[src/rtl/uart_pkg.sv]
// uart_pkg: definitions shared by the UART receiver and transmitter.
//
// Contents:
//   uart_state_t        3-bit receiver state code
//   StIdle..StWaitIdle  receiver state encodings
//   CntWidth            width of the bit-timing down-counter (16 bits)
//   calc_sample_count() clk cycles per serial bit from clock and baud rate
//   calc_half_bit()     half-bit offset used to centre the start-bit sample
//
// The receiver's PARITY state exists only when UART_RX_PARITY_EN is defined.
// Its encoding is reserved here either way, so both builds and the transmitter
// agree on the state codes.

package uart_pkg;

  typedef logic [2:0] uart_state_t;

  localparam uart_state_t StIdle     = 3'd0;
  localparam uart_state_t StStart    = 3'd1;
  localparam uart_state_t StData     = 3'd2;
  localparam uart_state_t StParity   = 3'd3;
  localparam uart_state_t StStop     = 3'd4;
  localparam uart_state_t StWaitIdle = 3'd5;

  // Bit-timing counter width; SAMPLE_COUNT above 65535 cannot be represented.
  localparam int unsigned CntWidth = 16;

  function automatic int unsigned calc_sample_count(input int unsigned clock_freq,
                                                    input int unsigned baud_rate);
    return clock_freq / baud_rate;
  endfunction

  function automatic int unsigned calc_half_bit(input int unsigned sample_count);
    return sample_count / 2;
  endfunction

endpackage

[src/rtl/uart_baud_cnt.sv]
// uart_baud_cnt: loadable bit-timing down-counter with a zero flag.
//
// Ports:
//   clk         clock, rising edge
//   reset_n     synchronous active-low reset (count returns to 0)
//   load_i      load load_val_i this cycle (takes priority over counting)
//   load_val_i  value to load, CntWidth bits
//   zero_o      high while the count is zero
//
// The counter decrements once per clk and holds at zero, so zero_o stays high
// until the next load. The receiver reloads on every sample point.

module uart_baud_cnt
  import uart_pkg::*;
(
  input  logic                clk,
  input  logic                reset_n,
  input  logic                load_i,
  input  logic [CntWidth-1:0] load_val_i,
  output logic                zero_o
);

  localparam logic [CntWidth-1:0] CntOne = {{(CntWidth-1){1'b0}}, 1'b1};

  logic [CntWidth-1:0] cnt_q, cnt_d;

  always_comb begin
    cnt_d = cnt_q;
    if (load_i) begin
      cnt_d = load_val_i;
    end else if (cnt_q != '0) begin
      cnt_d = cnt_q - CntOne;
    end
  end

  always_ff @(posedge clk) begin
    if (!reset_n) begin
      cnt_q <= '0;
    end else begin
      cnt_q <= cnt_d;
    end
  end

  assign zero_o = (cnt_q == '0);

endmodule

[src/rtl/uart_rx.sv]
// uart_rx: 8-bit UART receiver with mid-bit sampling.
//
// Frame: start bit (0), 8 data bits LSB first, optional even-parity bit, one
// stop bit (1).
//
// Parameters:
//   BAUD_RATE     serial bit rate in bits/s
//   CLOCK_FREQ    clk frequency in Hz
//   SAMPLE_COUNT  clk cycles per bit (default CLOCK_FREQ/BAUD_RATE, max 65535)
//
// Ports:
//   clk         clock, rising edge
//   reset_n     synchronous active-low reset
//   rx          asynchronous serial input, idle high
//   data        last correctly received byte, held between frames
//   valid       one-cycle pulse: data holds a new byte
//   frame_err   one-cycle pulse: stop bit sampled low
//   parity_err  one-cycle pulse: parity mismatch (always 0 without parity)
//   busy        high whenever the receiver is not idle
//
// Build option:
//   UART_RX_PARITY_EN  when defined, a parity bit follows the data bits and is
//                      checked for even parity. A bad byte is reported at the
//                      stop-bit decision and is not written to data.

module uart_rx
  import uart_pkg::*;
#(
  parameter int unsigned BAUD_RATE    = 9600,
  parameter int unsigned CLOCK_FREQ   = 12_000_000,
  parameter int unsigned SAMPLE_COUNT = calc_sample_count(CLOCK_FREQ, BAUD_RATE)
) (
  input  logic       clk,
  input  logic       reset_n,
  input  logic       rx,
  output logic [7:0] data,
  output logic       valid,
  output logic       frame_err,
  output logic       parity_err,
  output logic       busy
);

  // Full bit for data/parity/stop; half bit so the start bit is sampled mid-bit.
  localparam logic [CntWidth-1:0] FullLoad = CntWidth'(SAMPLE_COUNT - 1);
  localparam logic [CntWidth-1:0] HalfLoad = CntWidth'(calc_half_bit(SAMPLE_COUNT) - 1);

  // Synchronizer and edge-detect history; all reset to the idle level so a
  // reset release on an idle line cannot look like a start edge.
  logic sync1_q, sync1_d;
  logic rx_s_q, rx_s_d;
  logic rx_prev_q, rx_prev_d;

  uart_state_t state_q, state_d;
  logic [2:0]  bit_idx_q, bit_idx_d;
  logic [7:0]  shift_q, shift_d;
  logic [7:0]  data_q, data_d;
  logic        valid_q, valid_d;
  logic        frame_err_q, frame_err_d;

  logic                cnt_load;
  logic [CntWidth-1:0] cnt_load_val;
  logic                cnt_zero;

`ifdef UART_RX_PARITY_EN
  // Result of the parity check, held from the PARITY sample to the stop-bit
  // decision so both error flags can be reported together.
  logic parity_bad_q, parity_bad_d;
  logic parity_err_q, parity_err_d;
`else
  logic parity_bad_q;
  assign parity_bad_q = 1'b0;
`endif

  uart_baud_cnt u_baud_cnt (
    .clk        (clk),
    .reset_n    (reset_n),
    .load_i     (cnt_load),
    .load_val_i (cnt_load_val),
    .zero_o     (cnt_zero)
  );

  always_comb begin
    sync1_d   = rx;
    rx_s_d    = sync1_q;
    rx_prev_d = rx_s_q;
  end

  always_comb begin
    state_d      = state_q;
    bit_idx_d    = bit_idx_q;
    shift_d      = shift_q;
    data_d       = data_q;
    valid_d      = 1'b0;
    frame_err_d  = 1'b0;
    cnt_load     = 1'b0;
    cnt_load_val = FullLoad;
`ifdef UART_RX_PARITY_EN
    parity_bad_d = parity_bad_q;
    parity_err_d = 1'b0;
`endif

    case (state_q)
      StIdle: begin
        if (rx_prev_q && !rx_s_q) begin
          cnt_load     = 1'b1;
          cnt_load_val = HalfLoad;
          state_d      = StStart;
        end
      end

      StStart: begin
        if (cnt_zero) begin
          if (!rx_s_q) begin
            cnt_load  = 1'b1;
            bit_idx_d = 3'd0;
            state_d   = StData;
          end else begin
            // Line went back high before mid start bit: treat as a glitch.
            state_d = StIdle;
          end
        end
      end

      StData: begin
        if (cnt_zero) begin
          // LSB arrives first, so shifting in at the MSB leaves it at bit 0.
          shift_d  = {rx_s_q, shift_q[7:1]};
          cnt_load = 1'b1;
          if (bit_idx_q == 3'd7) begin
`ifdef UART_RX_PARITY_EN
            state_d = StParity;
`else
            state_d = StStop;
`endif
          end else begin
            bit_idx_d = bit_idx_q + 3'd1;
          end
        end
      end

`ifdef UART_RX_PARITY_EN
      StParity: begin
        if (cnt_zero) begin
          parity_bad_d = (rx_s_q != ^shift_q);
          cnt_load     = 1'b1;
          state_d      = StStop;
        end
      end
`endif

      StStop: begin
        if (cnt_zero) begin
`ifdef UART_RX_PARITY_EN
          parity_err_d = parity_bad_q;
`endif
          if (rx_s_q) begin
            if (!parity_bad_q) begin
              data_d  = shift_q;
              valid_d = 1'b1;
            end
            state_d = StIdle;
          end else begin
            // A low stop bit may be a break; wait for the line to idle before
            // looking for the next start edge.
            frame_err_d = 1'b1;
            state_d     = StWaitIdle;
          end
        end
      end

      StWaitIdle: begin
        if (rx_s_q) begin
          state_d = StIdle;
        end
      end

      default: begin
        state_d = StIdle;
      end
    endcase
  end

  always_ff @(posedge clk) begin
    if (!reset_n) begin
      sync1_q     <= 1'b1;
      rx_s_q      <= 1'b1;
      rx_prev_q   <= 1'b1;
      state_q     <= StIdle;
      bit_idx_q   <= 3'd0;
      shift_q     <= 8'h00;
      data_q      <= 8'h00;
      valid_q     <= 1'b0;
      frame_err_q <= 1'b0;
    end else begin
      sync1_q     <= sync1_d;
      rx_s_q      <= rx_s_d;
      rx_prev_q   <= rx_prev_d;
      state_q     <= state_d;
      bit_idx_q   <= bit_idx_d;
      shift_q     <= shift_d;
      data_q      <= data_d;
      valid_q     <= valid_d;
      frame_err_q <= frame_err_d;
    end
  end

`ifdef UART_RX_PARITY_EN
  always_ff @(posedge clk) begin
    if (!reset_n) begin
      parity_bad_q <= 1'b0;
      parity_err_q <= 1'b0;
    end else begin
      parity_bad_q <= parity_bad_d;
      parity_err_q <= parity_err_d;
    end
  end

  assign parity_err = parity_err_q;
`else
  assign parity_err = 1'b0;
`endif

  assign data      = data_q;
  assign valid     = valid_q;
  assign frame_err = frame_err_q;
  assign busy      = (state_q != StIdle);

endmodule

[config.mk]
export PLATFORM = sky130hd
export DESIGN_NAME = uart_rx
export DESIGN_NICKNAME = d
export VERILOG_FILES = /design/src/rtl/uart_pkg.sv /design/src/rtl/uart_baud_cnt.sv /design/src/rtl/uart_rx.sv
export SDC_FILE = /design/constraint.sdc
export NUM_CORES = 1
export LEC_CHECK = 0
export BUFFER_PORTS_ARGS = -buffer_cell sky130_fd_sc_hd__buf_4
export CORE_ASPECT_RATIO = 0.75
export CORE_MARGIN = 5
export CORE_UTILIZATION = 35
export CTS_CLUSTER_DIAMETER = 30
export CTS_CLUSTER_SIZE = 8
export DETAILED_ROUTE_END_ITERATION = 8
export SYNTH_ARGS = -nofsm -noshare
export SYNTH_HDL_FRONTEND = slang
export SYNTH_SLANG_ARGS = --single-unit
[constraint.sdc]
create_clock -name clk -period 2.7 [get_ports clk]
set_clock_uncertainty 0.05 [all_clocks]
set_input_delay 0.675 -clock clk [delete_from_list [all_inputs] [get_ports clk]]
set_output_delay 0.675 -clock clk [all_outputs]
set_load 0.01 [all_outputs]
==> summary.log, run 1 <==
qor: sta.slew_violations 0
qor: worst_setup_path.worst-setup-path-type flip-flop to flip-flop
qor: power_and_ir_drop.power-per-cell-area 1055 mW/mm2
qor: logic_synthesis.ys.warnings.count 0
qor: sta.worst-slew-pin-transition 578.3 ps
qor: power_and_ir_drop.total_power 2349 uW
qor: grt.grt_antenna_before_repair 0
qor: drt.post_drt_via_cell_ratio 4.869
qor: logic_synthesis.synth.top_cells.by_area sky130_fd_sc_hd__dfxtp_1, sky130_fd_sc_hd__nand2_1, sky130_fd_sc_hd__a21oi_1
qor: finish.insertedDiodeCount 0
qor: drt.drt_iter0_drc 93
qor: hold_path.timing.hold.worst_path_depth 1
qor: hold_path.min-delay-start rx_s_d
qor: floorplan.die_width 96.56 um
qor: logic_synthesis.synth.ff_latch_count 43
qor: worst_setup_path.timing.reg2reg.worst_path_depth 7
qor: worst_setup_path.worstPathCellList inv_1 > ha_1 > nor4b_4 > and4_1 > nand3b_4 > or3_1 > a21oi_1
qor: sta.setup-tns-final 0 ps
qor: clock_network.cts-htree-levels 2
qor: power_and_ir_drop.power.static_leakage 0.0008416 uW
qor: grt.number_of_global_route_vias_before_repair 1,399
qor: clock_network.cts_hold_repair.buffers 0
qor: worst_setup_path.critical-path-max-stage-delay 450 ps
qor: drt.drc 0
qor: worst_setup_path.critPathLaunchType flip-flop
qor: worst_setup_path.worst_setup_path_end_kind flip-flop
qor: finish.commonest_cells_after_routing_fill_and_taps_aside sky130_fd_sc_hd__nand2_1, sky130_fd_sc_hd__dfxtp_1, sky130_fd_sc_hd__a21oi_1
qor: clock_network.worst_skew_pair.late_latency 290 ps
qor: sta.rsz0062_at_grt false
qor: drt.wire_per_inst 11.99 um
qor: floorplan.floorplan.rows 23
qor: logic_synthesis.synth.yosys.seq_area_share 43.77%
qor: worst_setup_path.critical_path_arrival 2240 ps
qor: power_and_ir_drop.vdd.ir_drop.worst 334.8 uV
qor: worst_setup_path.r2r-end bit_idx_q[1]
qor: worst_setup_path.critPathBufInv 1
qor: flow_run.timing.max_cap.violations 0
qor: floorplan.io_pins 15
qor: floorplan.floorplan.initialDensity 36.36%
qor: sta.timing.final.setup_violations 0
qor: floorplan.design.die.area 0.007234 mm2
qor: clock_network.path_clk_slew 80 ps
qor: sta.hold_viol 0
qor: floorplan.fp.coreArea 0.005410 mm2
qor: logic_synthesis.synth_top_cell_by_area sky130_fd_sc_hd__dfxtp_1
qor: worst_setup_path.rr_startpoint u_baud_cnt.cnt_q[0]
qor: sta.timing_limited_maximum_frequency 0.4820 GHz
qor: logic_synthesis.netlist_instances 234
qor: grt.maximum_number_of_pins_on_one_net_before_global_route_repair 23
qor: sta.period_needed 2075 ps
qor: logic_synthesis.synth_cell_type_count 41
qor: worst_setup_path.critical_path.top_delay_family simple AND/OR/NAND/NOR gates
qor: logic_synthesis.yosys.area.top_type_share 43.77%
qor: drt.wirelength 3836 um
qor: worst_setup_path.path_max_fanout 7
qor: worst_setup_path.rrSetupSlack 630 ps
qor: finish.finalNetCount 251
qor: worst_setup_path.cp_data_required_time 2870 ps
qor: logic_synthesis.syn_area_per_cell 8.405 um2
qor: run_status.outcome finished clean
qor: finish.mostFrequentLayoutCell sky130_fd_sc_hd__nand2_1
qor: logic_synthesis.netlist_area 0.001967 mm2
qor: drt.final_antenna_net_count 0
qor: logic_synthesis.synth_async_sr_flop_share 0%
qor: clock_network.cts_root_buf sky130_fd_sc_hd__clkbuf_8
qor: drt.firstDrtPassIters 4
qor: finish.layout_cells_sized_above_1 12.24%
qor: sta.period_utilization 76.84%
qor: clock_network.cts_repair_resize_count 0
qor: clock_network.clock-sinks 43
qor: grt.global_route_wire_length_before_repair 6541 um
qor: drt.detailroute.via_count 1,558
qor: floorplan.die-height 74.92 um
qor: worst_setup_path.crit_path_top_delay_cell sky130_fd_sc_hd__and4_1
qor: grt.gr-usage-all-layers 11.51%
qor: placed_design.place.detailed.hpwl 2779 um
qor: sta.slew_headroom 61.30%
qor: grt.global_route.overflow_total 0
qor: clock_network.cts_inserted_buffers 5
qor: placed_design.io_buffers 13
qor: hold_path.min_delay_worst_endpoint rx_prev_d
qor: logic_synthesis.synth.net_count 241
qor: logic_synthesis.synth-main-ff-cell sky130_fd_sc_hd__dfxtp_1
qor: clock_network.tritoncts built
qor: hold_path.worst_hold_path_type flip-flop to flip-flop
qor: placed_design.routabilityCongestion 0.7743
qor: logic_synthesis.synth_edf_count 0
qor: clock_network.max-clock-path-buffers 2
qor: clock_network.buffers_inserted_during_post_cts_setup_optimization 0
qor: finish.syn2layout_area_growth 13.23%
==> layer usage <==
layer  part of all wire, %  track usage (%)  vias up
met5                     0                0        -
met4                  0.68            2.799        0
met3                   4.2            2.997        4
met2                    40            16.51       23
met1                    55            17.16      706
li1                      -                -      825
==> cell type report <==
class | instances | area, um2
fill | 568 | 3183
clock buffer | 5 | 68.82
timing repair buffer | 15 | 112.6
sequential | 43 | 860.8
inverter | 5 | 18.77
clock inverter | 3 | 43.79
tap | 75 | 93.84
multi-input combinational | 174 | 1028
==> per-stage QoR <==
step	cell area [um2]	util, %	worst slack (ps)	hold WS (ps)	cells
2_1_floorplan	1967	-	887.6	336.3	234
3_3_place_gp	2115	39.08	614.0	340.1	312
3_5_place_dp	2115	39.08	610.5	343.2	312
4_1_cts	2227	41.17	581.1	362.6	320
5_1_grt	2227	41.17	448.7	405.1	320
6_report	2227	41.17	625.2	359.1	320
==> sequential cells by signal, summed over array words and instances (netlist names) <==
name and cells:
state_q 3, u_baud_cnt.cnt_q 16, rx_prev_d 1, shift_q 8
valid 1, rx_prev_q 1, data 8, bit_idx_q 3
rx_s_d 1, frame_err 1
==> worst max-delay path by stage <==
stage                        startpoint                   to  slack (ps)  depth (start not counted)
floorplan           u_baud_cnt.cnt_q[0]         bit_idx_q[0]         890                          8
global placement    u_baud_cnt.cnt_q[0]  u_baud_cnt.cnt_q[1]         610                          7
global route        u_baud_cnt.cnt_q[0]         bit_idx_q[2]         450                          7
finish              u_baud_cnt.cnt_q[0]         bit_idx_q[1]         630                          7
CTS                 u_baud_cnt.cnt_q[0]  u_baud_cnt.cnt_q[1]         580                          7
detailed placement  u_baud_cnt.cnt_q[0]  u_baud_cnt.cnt_q[8]         610                          7
==> Yosys cell counts (5+ instances only) <==
library cell	count
sky130_fd_sc_hd__xor2_1	9
sky130_fd_sc_hd__a21oi_1	29
sky130_fd_sc_hd__nand2_1	46
sky130_fd_sc_hd__dfxtp_1	43
sky130_fd_sc_hd__clkbuf_1	7
sky130_fd_sc_hd__nand2b_1	6
sky130_fd_sc_hd__or3_1	5
sky130_fd_sc_hd__nor2_1	21
sky130_fd_sc_hd__nand3_1	10
==> cell families (layout without fill, tap and decap cells) <==
kind of cell	after synthesis	count (layout)	synth area share (%)
AO/OA/AOI/OAI	41	41	11.71
XOR/XNOR	12	12	5.344
adder cells (fa/ha/maj)	4	4	2.545
buffers and inverters	17	28	3.944
flip-flops	43	43	43.77
multiplexers	1	1	0.5089
other	1	1	0.1907
AND/OR/NAND/NOR	115	115	32.00
==> report_power, final <==
group | total, uW | leakage, uW | internal [uW] | switching (uW)
Sequential | 936 | 0.000350 | 754 | 182
Clock | 492 | 0.0000581 | 275 | 216
Combinational | 922 | 0.000434 | 427 | 495
(Power assumes the default switching activity.)
==> run 2: changes to the inputs <==
- ABC_AREA: not set -> 1
- clock period: 2.7 -> 1.7 ns (I/O delays scaled with it)
==> run 2 against run 1 <==
Worst setup slack got worse by 540 ps; global-route usage rose by 0.56 points; synthesized cell count rose by 27%; non-clock buffer count rose by 8; flip-flop and latch count did not move; highest routed layer unchanged; largest power group is now combinational logic; critical path type unchanged; via count rose by 22%; first-iteration DRC count rose by 73%; synthesized area rose by 9.9%; wire length rose by 23%.
==> summary.log, run 2 <==
qor: sta.timing.final.setup_violations 0 [unchanged]
qor: worst_setup_path.critical_path_arrival 1800 ps [-440 ps]
qor: grt.grt_util_met3 3.100% [+0.10 points]
qor: drt.final_antenna_net_count 0 [unchanged]
qor: flow_run.timing.max_cap.violations 0 [unchanged]
qor: power_and_ir_drop.comb_power_share 54.6% [+15 points]
qor: placed_design.routabilityCongestion 0.8968 [+16%]
qor: grt.number_of_global_route_vias_before_repair 1,671 [+19%]
qor: floorplan.floorplan.initialDensity 36.55% [+0.19 points]
qor: power_and_ir_drop.seq_power_share 28.8% [-11 points]
qor: grt.busiest_grt_layer met1
qor: sta.timing_limited_maximum_frequency 0.6176 GHz [+28%]
qor: power_and_ir_drop.p_int 2797 uW [+92%]
qor: hold_path.worst_hold_path_type primary input to flip-flop
qor: clock_network.cts_root_buf sky130_fd_sc_hd__clkbuf_8
qor: logic_synthesis.synth_top_cell_by_area sky130_fd_sc_hd__dfxtp_1
qor: finish.commonest_cells_after_routing_fill_and_taps_aside sky130_fd_sc_hd__nand2_1, sky130_fd_sc_hd__dfxtp_1, sky130_fd_sc_hd__nor2_1
qor: placed_design.place_inst 388 [+24%]
qor: finish.syn2layout_area_growth 18.40%
qor: floorplan.die-height 78.07 um [+4.2%]
qor: worst_setup_path.worst-setup-path-type flip-flop to flip-flop
qor: finish.fillerInstances 574 [+1.1%]
qor: logic_synthesis.synth_async_sr_flop_share 0% [unchanged]
qor: clock_network.path_clk_slew 90 ps [about the same]
qor: worst_setup_path.worstPathCellList inv_2 > ha_2 > nand3_2 > nor2_4 > buf_4 > nand3_2 > buf_4 > a21boi_2 > nor2_1
qor: clock_network.clock-sinks 43 [unchanged]
qor: logic_synthesis.syn_area_per_cell 7.255 um2 [-14%]
qor: power_and_ir_drop.power_switching 2411 uW [+170%]
qor: worst_setup_path.critical-path-max-stage-delay 350 ps [-100 ps]
qor: grt.gr-usage-met2 16.49% [-0.022 points]
qor: drt.detailroute.via_count 1,904 [+22%]
qor: run_status.outcome finished clean
qor: worst_setup_path.worst_setup_path_end_kind flip-flop
qor: worst_setup_path.worst_setup_path_startpoint u_baud_cnt.cnt_q[0]
qor: drt.firstDrtPassIters 4 [unchanged]
qor: logic_synthesis.synth_edf_count 0 [unchanged]
qor: sta.period_needed 1619 ps [-455.6 ps]
qor: logic_synthesis.synth.top_cells.by_area sky130_fd_sc_hd__dfxtp_1, sky130_fd_sc_hd__nand2_1, sky130_fd_sc_hd__a21oi_1
qor: finish.registers.top_by_ff_count u_baud_cnt.cnt_q
qor: clock_network.worst_skew_pair.late_latency 300 ps [about the same]
qor: worst_setup_path.cp_data_required_time 1890 ps [-980 ps]
qor: worst_setup_path.cp.depth 9 [+2]
qor: finish.mostFrequentLayoutCell sky130_fd_sc_hd__nand2_1
qor: finish.insertedDiodeCount 0 [unchanged]
qor: floorplan.fp.coreArea 0.005916 mm2 [+9.3%]
qor: logic_synthesis.synth.yosys.seq_area_share 39.81% [-4.0 points]
qor: logic_synthesis.synth_cell_type_count 32 [-22%]
qor: power_and_ir_drop.total_power 5208 uW [+120%]
qor: finish.finalNetCount 329 [+31%]
qor: placed_design.io_buffers 13 [unchanged]
qor: worst_setup_path.critPathLaunchType flip-flop
qor: floorplan.floorplan.rows 24 [+4.3%]
qor: grt.maximum_number_of_pins_on_one_net_before_global_route_repair 24 [+4.3%]
qor: sta.period_utilization 95.24% [+18 points]
qor: logic_synthesis.synth.net_count 305 [+27%]
qor: grt.grt_antenna_before_repair 0 [unchanged]
qor: finish.post_route_design_area 0.002560 mm2 [+15%]
qor: logic_synthesis.ys.warnings.count 0 [unchanged]
qor: power_and_ir_drop.clkPwrFrac 16.6% [-4.3 points]
qor: sta.slew_violations 0 [unchanged]
qor: sta.hold_viol 0 [unchanged]
qor: grt.gr-usage-all-layers 12.07% [+0.56 points]
qor: drt.post_drt_via_cell_ratio 4.748 [-2.5%]
qor: placed_design.dpl-instance-area 0.002354 mm2 [+11%]
qor: logic_synthesis.yosys.area.top_type_share 39.81% [-4.0 points]
qor: worst_setup_path.timing.reg2reg.worst_path_depth 9 [+2]
qor: sta.setup-tns-final 0 ps [unchanged]
qor: worst_setup_path.crit_path_top_delay_cell sky130_fd_sc_hd__dfxtp_2
qor: drt.wire_per_inst 11.74 um [-2.1%]
qor: clock_network.cts_inserted_buffers 5 [unchanged]
qor: drt.drc 0 [unchanged]
qor: clock_network.cts_hold_repair.buffers 0 [unchanged]
qor: clock_network.tritoncts built
qor: drt.wirelength 4707 um [+23%]
qor: drt.drt_iter0_drc 161 [+73%]
qor: worst_setup_path.rr_startpoint u_baud_cnt.cnt_q[0]
qor: worst_setup_path.critPathBufInv 3 [+2]
qor: worst_setup_path.path_max_fanout 4 [-3]
qor: logic_synthesis.netlist_area 0.002162 mm2 [+9.9%]
qor: power_and_ir_drop.power.static_leakage 0.001208 uW [+44%]
qor: floorplan.die_width 100.8 um [+4.3%]
qor: hold_path.timing.hold.worst_path_depth 2 [+1]
qor: logic_synthesis.netlist_instances 298 [+27%]
qor: worst_setup_path.rrSetupSlack 80 ps [-540 ps]
qor: worst_setup_path.worst_setup_path_endpoint u_baud_cnt.cnt_q[0]
qor: grt.global_route_wire_length_before_repair 7762 um [+19%]
qor: power_and_ir_drop.power_switching_share 46.29% [+8.3 points]
qor: clock_network.cts-htree-levels 2 [unchanged]
qor: placed_design.place.detailed.hpwl 3326 um [+20%]
qor: grt.groute.layer.met1.usage 18.47% [+1.3 points]
qor: grt.global_route.overflow_total 0 [unchanged]
qor: logic_synthesis.netlist_top_cells_count sky130_fd_sc_hd__nand2_1, sky130_fd_sc_hd__dfxtp_1, sky130_fd_sc_hd__nor2_1, sky130_fd_sc_hd__inv_1, sky130_fd_sc_hd__a21oi_1
qor: worst_setup_path.r2r-end u_baud_cnt.cnt_q[0]
qor: floorplan.io_pins 15 [unchanged]
qor: finish.layout_cells_sized_above_1 21.67% [+9.4 points]
qor: logic_synthesis.synth.ff_latch_count 43 [unchanged]
qor: power_and_ir_drop.power-per-cell-area 2035 mW/mm2 [+93%]
qor: clock_network.max-clock-path-buffers 2 [unchanged]
qor: logic_synthesis.most_frequent_cell_after_synthesis sky130_fd_sc_hd__nand2_1
qor: worst_setup_path.critical_path.top_delay_family simple AND/OR/NAND/NOR gates
qor: power_and_ir_drop.vdd.ir_drop.worst 623.0 uV [+86%]
qor: finish.largest_register_ffs 16 [unchanged]
qor: floorplan.design.die.area 0.007865 mm2 [+8.7%]
qor: finish.non_filler_cells_final 401 [+25%]
qor: logic_synthesis.synth-main-ff-cell sky130_fd_sc_hd__dfxtp_1
run 2: final cells by class:
class / instances / area [um2] / share of cell area (%)
multi-input combinational: 215 / 1166 / 45.55
clock buffer: 6 / 82.58 / 3.226
timing repair buffer: 23 / 185.2 / 7.234
sequential: 43 / 862.1 / 33.68
clock inverter: 2 / 38.79 / 1.515
tap: 78 / 97.59 / 3.812
inverter: 34 / 127.6 / 4.985
run 2: worst register-to-register path, stage by stage (launching register included):
cell and delay [ps]:
sky130_fd_sc_hd__dfxtp_2 350, sky130_fd_sc_hd__inv_2 70, sky130_fd_sc_hd__ha_2 180, sky130_fd_sc_hd__nand3_2 90
sky130_fd_sc_hd__nor2_4 170, sky130_fd_sc_hd__buf_4 150, sky130_fd_sc_hd__nand3_2 110, sky130_fd_sc_hd__buf_4 170
sky130_fd_sc_hd__a21boi_2 150, sky130_fd_sc_hd__nor2_1 80
run 2: cells by family (layout without fill, tap and decap cells):
kind of cell / count (synthesis) / after routing / share of synthesized area, %
AND/OR/NAND/NOR: 152 / 152 / 35.42
flip-flops: 43 / 43 / 39.82
buffers and inverters: 40 / 65 / 7.812
AO/OA/AOI/OAI: 54 / 54 / 12.85
other: 1 / 1 / 0.1734
XOR/XNOR: 4 / 4 / 1.621
adder cells (fa/ha/maj): 4 / 4 / 2.315
run 2: layer usage:
layer / vias up / part of all wire [%]
met5: - / 0
met1: 835 / 54
li1: 1010 / -
met3: 5 / 5.9
met2: 54 / 39
met4: 0 / 0.70
run 2: how the worst min path moves through the flow:
stage,startpoint,end,slack (ps)
2_1_floorplan,rx_s_d,rx_prev_d,340
3_3_place_gp,rx_s_d,rx_prev_d,350
3_5_place_dp,rx_s_d,rx_prev_d,360
4_1_cts,rx,rx_s_d,250
5_1_grt,rx,rx_s_d,260
6_report,rx,rx_s_d,260
run 2: what timing repair did:
action	4_1_cts	5_1_grt
gates resized for setup	0	15
endpoints found under the setup margin	0	30
buffers inserted	0	5
run 2: metrics by stage:
| stage | util [%] | worst slack (ps) | hold WS (ps) |
|---|---|---|---|
| global route | 43.27 | -10.46 | 257.3 |
| finish | 43.27 | 80.88 | 256.6 |
| global placement | 39.78 | 61.03 | 345.9 |
| CTS | 41.84 | 32.28 | 251.2 |
| floorplan | - | 174.3 | 342.5 |
| detailed placement | 39.78 | 62.81 | 361.0 |
run 2: power by group through the flow:
stage | combinational (uW) | sequential [uW] | clock [uW]
CTS | 2660 | 1490 | 880
global placement | 2670 | 1520 | 0
finish | 2840 | 1500 | 863
detailed placement | 2630 | 1510 | 0
floorplan | 2160 | 1450 | 0
global route | 3220 | 1530 | 931
==> run 3: changes to the inputs <==
- CORE_UTILIZATION: 35 -> 50
- CTS_CLUSTER_SIZE: 8 -> not set
- PLACE_DENSITY: not set -> 0.71
==> run 3 against run 2 <==
Sequential power hardly changed; worst setup slack better by 37 ps; die area is 27% lower; global-route usage is 6.3 points higher; critical path depth stayed put; via count is 2.5% higher; cell count is 5.5% lower; hold slack better by 9.3 ps; count of clock-buffer cells in the layout stayed put; fmax is 2.3% higher; register-to-register slack better by 40 ps; critical endpoint is now u_baud_cnt.cnt_q[3].
==> summary.log, run 3 (synthesized netlist as in run 2, its figures left out) <==
qor: power_and_ir_drop.power.static_leakage 0.001214 uW [+0.49%]
qor: worst_setup_path.cp_data_required_time 1890 ps [about the same]
qor: grt.global_route_wire_length_before_repair 8135 um [+4.8%]
qor: floorplan.die_width 85.93 um [-15%]
qor: drt.firstDrtPassIters 4 [unchanged]
qor: drt.post_drt_via_cell_ratio 5.150 [+8.5%]
qor: sta.period_needed 1582 ps [-37.05 ps]
qor: placed_design.place_inst 367 [-5.4%]
qor: grt.grt_antenna_before_repair 0 [unchanged]
qor: finish.finalCoreUtilization 62.32% [+19 points]
qor: hold_path.min-delay-start rx
qor: worst_setup_path.worst_setup_path_end_kind flip-flop
qor: worst_setup_path.rr_startpoint u_baud_cnt.cnt_q[0]
qor: clock_network.cts_root_buf sky130_fd_sc_hd__clkbuf_8
qor: sta.slew_violations 0 [unchanged]
qor: worst_setup_path.worst-setup-path-type flip-flop to flip-flop
qor: grt.global_route.overflow_total 0 [unchanged]
qor: finish.mostFrequentLayoutCell sky130_fd_sc_hd__nand2_1
qor: drt.wirelength 5087 um [+8.1%]
qor: floorplan.design.die.area 0.005753 mm2 [-27%]
qor: sta.hold_viol 0 [unchanged]
qor: worst_setup_path.critical_path_arrival 1770 ps [-30 ps]
qor: floorplan.floorplan.rows 20 [-17%]
qor: clock_network.clock-sinks 43 [unchanged]
qor: finish.commonest_cells_after_routing_fill_and_taps_aside sky130_fd_sc_hd__nand2_1, sky130_fd_sc_hd__dfxtp_1, sky130_fd_sc_hd__nor2_1
qor: clock_network.cts-htree-levels 2 [unchanged]
qor: worst_setup_path.rrSetupSlack 120 ps [+40 ps]
qor: sta.timing.final.setup_violations 0 [unchanged]
qor: finish.fillerInstances 375 [-35%]
qor: finish.area.sequential 863.3 um2 [+0.15%]
qor: hold_path.min_delay_worst_endpoint rx_s_d
qor: placed_design.place.detailed.hpwl 3548 um [+6.7%]
qor: finish.finalNetCount 330 [+0.30%]
qor: drt.drc 0 [unchanged]
qor: clock_network.cts_hold_repair.buffers 0 [unchanged]
qor: finish.non_filler_cells_final 379 [-5.5%]
qor: grt.maximum_number_of_pins_on_one_net_before_global_route_repair 21 [-13%]
qor: sta.rsz0062_at_grt true
qor: finish.layout_cells_sized_above_1 21.60% [-0.067 points]
qor: floorplan.floorplan.initialDensity 52.68% [+16 points]
qor: worst_setup_path.r2r-end u_baud_cnt.cnt_q[3]
qor: worst_setup_path.critical-path-max-stage-delay 370 ps [+20 ps]
qor: worst_setup_path.crit_path_top_delay_cell sky130_fd_sc_hd__dfxtp_2
qor: clock_network.cts_inserted_buffers 5 [unchanged]
qor: sta.final.hold.worst_slack 265.9 ps [+9.290 ps]
qor: finish.syn2layout_area_growth 18.29% [about the same]
qor: sta.setup-tns-final 0 ps [unchanged]
qor: sta.timing_limited_maximum_frequency 0.6321 GHz [+2.3%]
qor: grt.gr-usage-all-layers 18.39% [+6.3 points]
qor: hold_path.worst_hold_path_type primary input to flip-flop
qor: grt.number_of_global_route_vias_before_repair 1,710 [+2.3%]
qor: placed_design.io_buffers 13 [unchanged]
qor: finish.largest_register_ffs 16 [unchanged]
qor: worst_setup_path.path_max_fanout 6 [+2]
qor: drt.drt_iter0_drc 177 [+9.9%]
qor: finish.insertedDiodeCount 0 [unchanged]
qor: placed_design.routabilityCongestion 0.9720 [+8.4%]
qor: clock_network.worst_skew_pair.late_latency 300 ps [about the same]
qor: worst_setup_path.critPathLaunchType flip-flop
qor: run_status.outcome finished clean
qor: clock_network.path_clk_slew 80 ps [about the same]
qor: worst_setup_path.timing.reg2reg.worst_path_depth 9 [unchanged]
qor: floorplan.fp.coreArea 0.004104 mm2 [-31%]
qor: power_and_ir_drop.vdd.ir_drop.worst 1051 uV [+69%]
qor: drt.final_antenna_net_count 0 [unchanged]
qor: clock_network.tritoncts built
qor: worst_setup_path.worstPathCellList inv_4 > ha_4 > nand3_2 > nor2_4 > buf_4 > nand2_4 > nand2_1 > or2_2 > a21oi_1
qor: power_and_ir_drop.power-per-cell-area 2155 mW/mm2 [+5.9%]
qor: floorplan.die-height 66.95 um [-14%]
qor: finish.registers.top_by_ff_count u_baud_cnt.cnt_q
qor: power_and_ir_drop.total_power 5510 uW [+5.8%]
qor: floorplan.io_pins 15 [unchanged]
qor: sta.period_utilization 93.06% [-2.2 points]
qor: finish.multiInputGateArea 0.001202 mm2 [+3.1%]
qor: clock_network.max-clock-path-buffers 2 [unchanged]
qor: drt.wire_per_inst 13.42 um [+14%]
qor: flow_run.timing.max_cap.violations 0 [unchanged]
qor: hold_path.timing.hold.worst_path_depth 2 [unchanged]
qor: drt.detailroute.via_count 1,952 [+2.5%]
## run 3: changes by cell type in the layout (fill, tap and decap cells not counted), sizes merged
| cell | delta |
|---|---|
| nand2 | +1 |
| bufinv | +1 |
| buf | -2 |
| inv | -1 |
| nor2 | +2 |
## run 3: layout make-up
class	instances	area share, %
sequential	43	33.76
tap	55	2.691
inverter	34	5.186
multi-input combinational	218	47.02
timing repair buffer	21	6.164
clock buffer	6	2.838
clock inverter	2	2.348
## run 3: through the flow
| stage | cell area, um2 | worst slack (ps) |
|---|---|---|
| final | 2557 | 117.9 |
| after global routing | 2557 | -8.388 |
| after CTS | 2472 | 11.68 |
| after detailed placement | 2340 | 13.63 |
| after global placement | 2340 | 58.14 |
| after floorplan | 2162 | 174.3 |
## run 3: metal layers
layer	vias to the layer above	global-route usage, %	share of wire, %	wire, um
li1	1015	-	-	-
met1	871	26.65	50	2541
met2	59	24.23	39	2002
met3	7	5.686	9.1	463
met4	0	8.300	1.6	79
met5	-	0	0	0
## run 3: worst max-delay path, delay by kind of cell (launching register included)
family	cells	cell delay (ps)
flip-flops	1	370
adder cells (fa/ha/maj)	1	160
AND/OR/NAND/NOR	5	610
AO/OA/AOI/OAI	1	120
buffers and inverters	2	210
## run 3: power by group
part / internal, uW / switching (uW)
registers: 1250 / 256
clock network: 587 / 353
logic: 1110 / 1960
total: 2940 / 2570
## run 3: worst max path at each step
stage	start	end	slack, ps	depth (start not counted)
finish	u_baud_cnt.cnt_q[0]	u_baud_cnt.cnt_q[3]	120	9
global route	u_baud_cnt.cnt_q[0]	u_baud_cnt.cnt_q[0]	-8	11
floorplan	u_baud_cnt.cnt_q[0]	bit_idx_q[1]	170	9
CTS	u_baud_cnt.cnt_q[0]	u_baud_cnt.cnt_q[0]	10	11
detailed placement	u_baud_cnt.cnt_q[0]	bit_idx_q[0]	10	9
global placement	u_baud_cnt.cnt_q[0]	u_baud_cnt.cnt_q[0]	60	11
## run 3: timing repair
item	CTS	global route
resized for setup	0	16
pin swaps	1	6
setup buffers	0	1
gates cloned	0	3
setup endpoints to repair	1	35
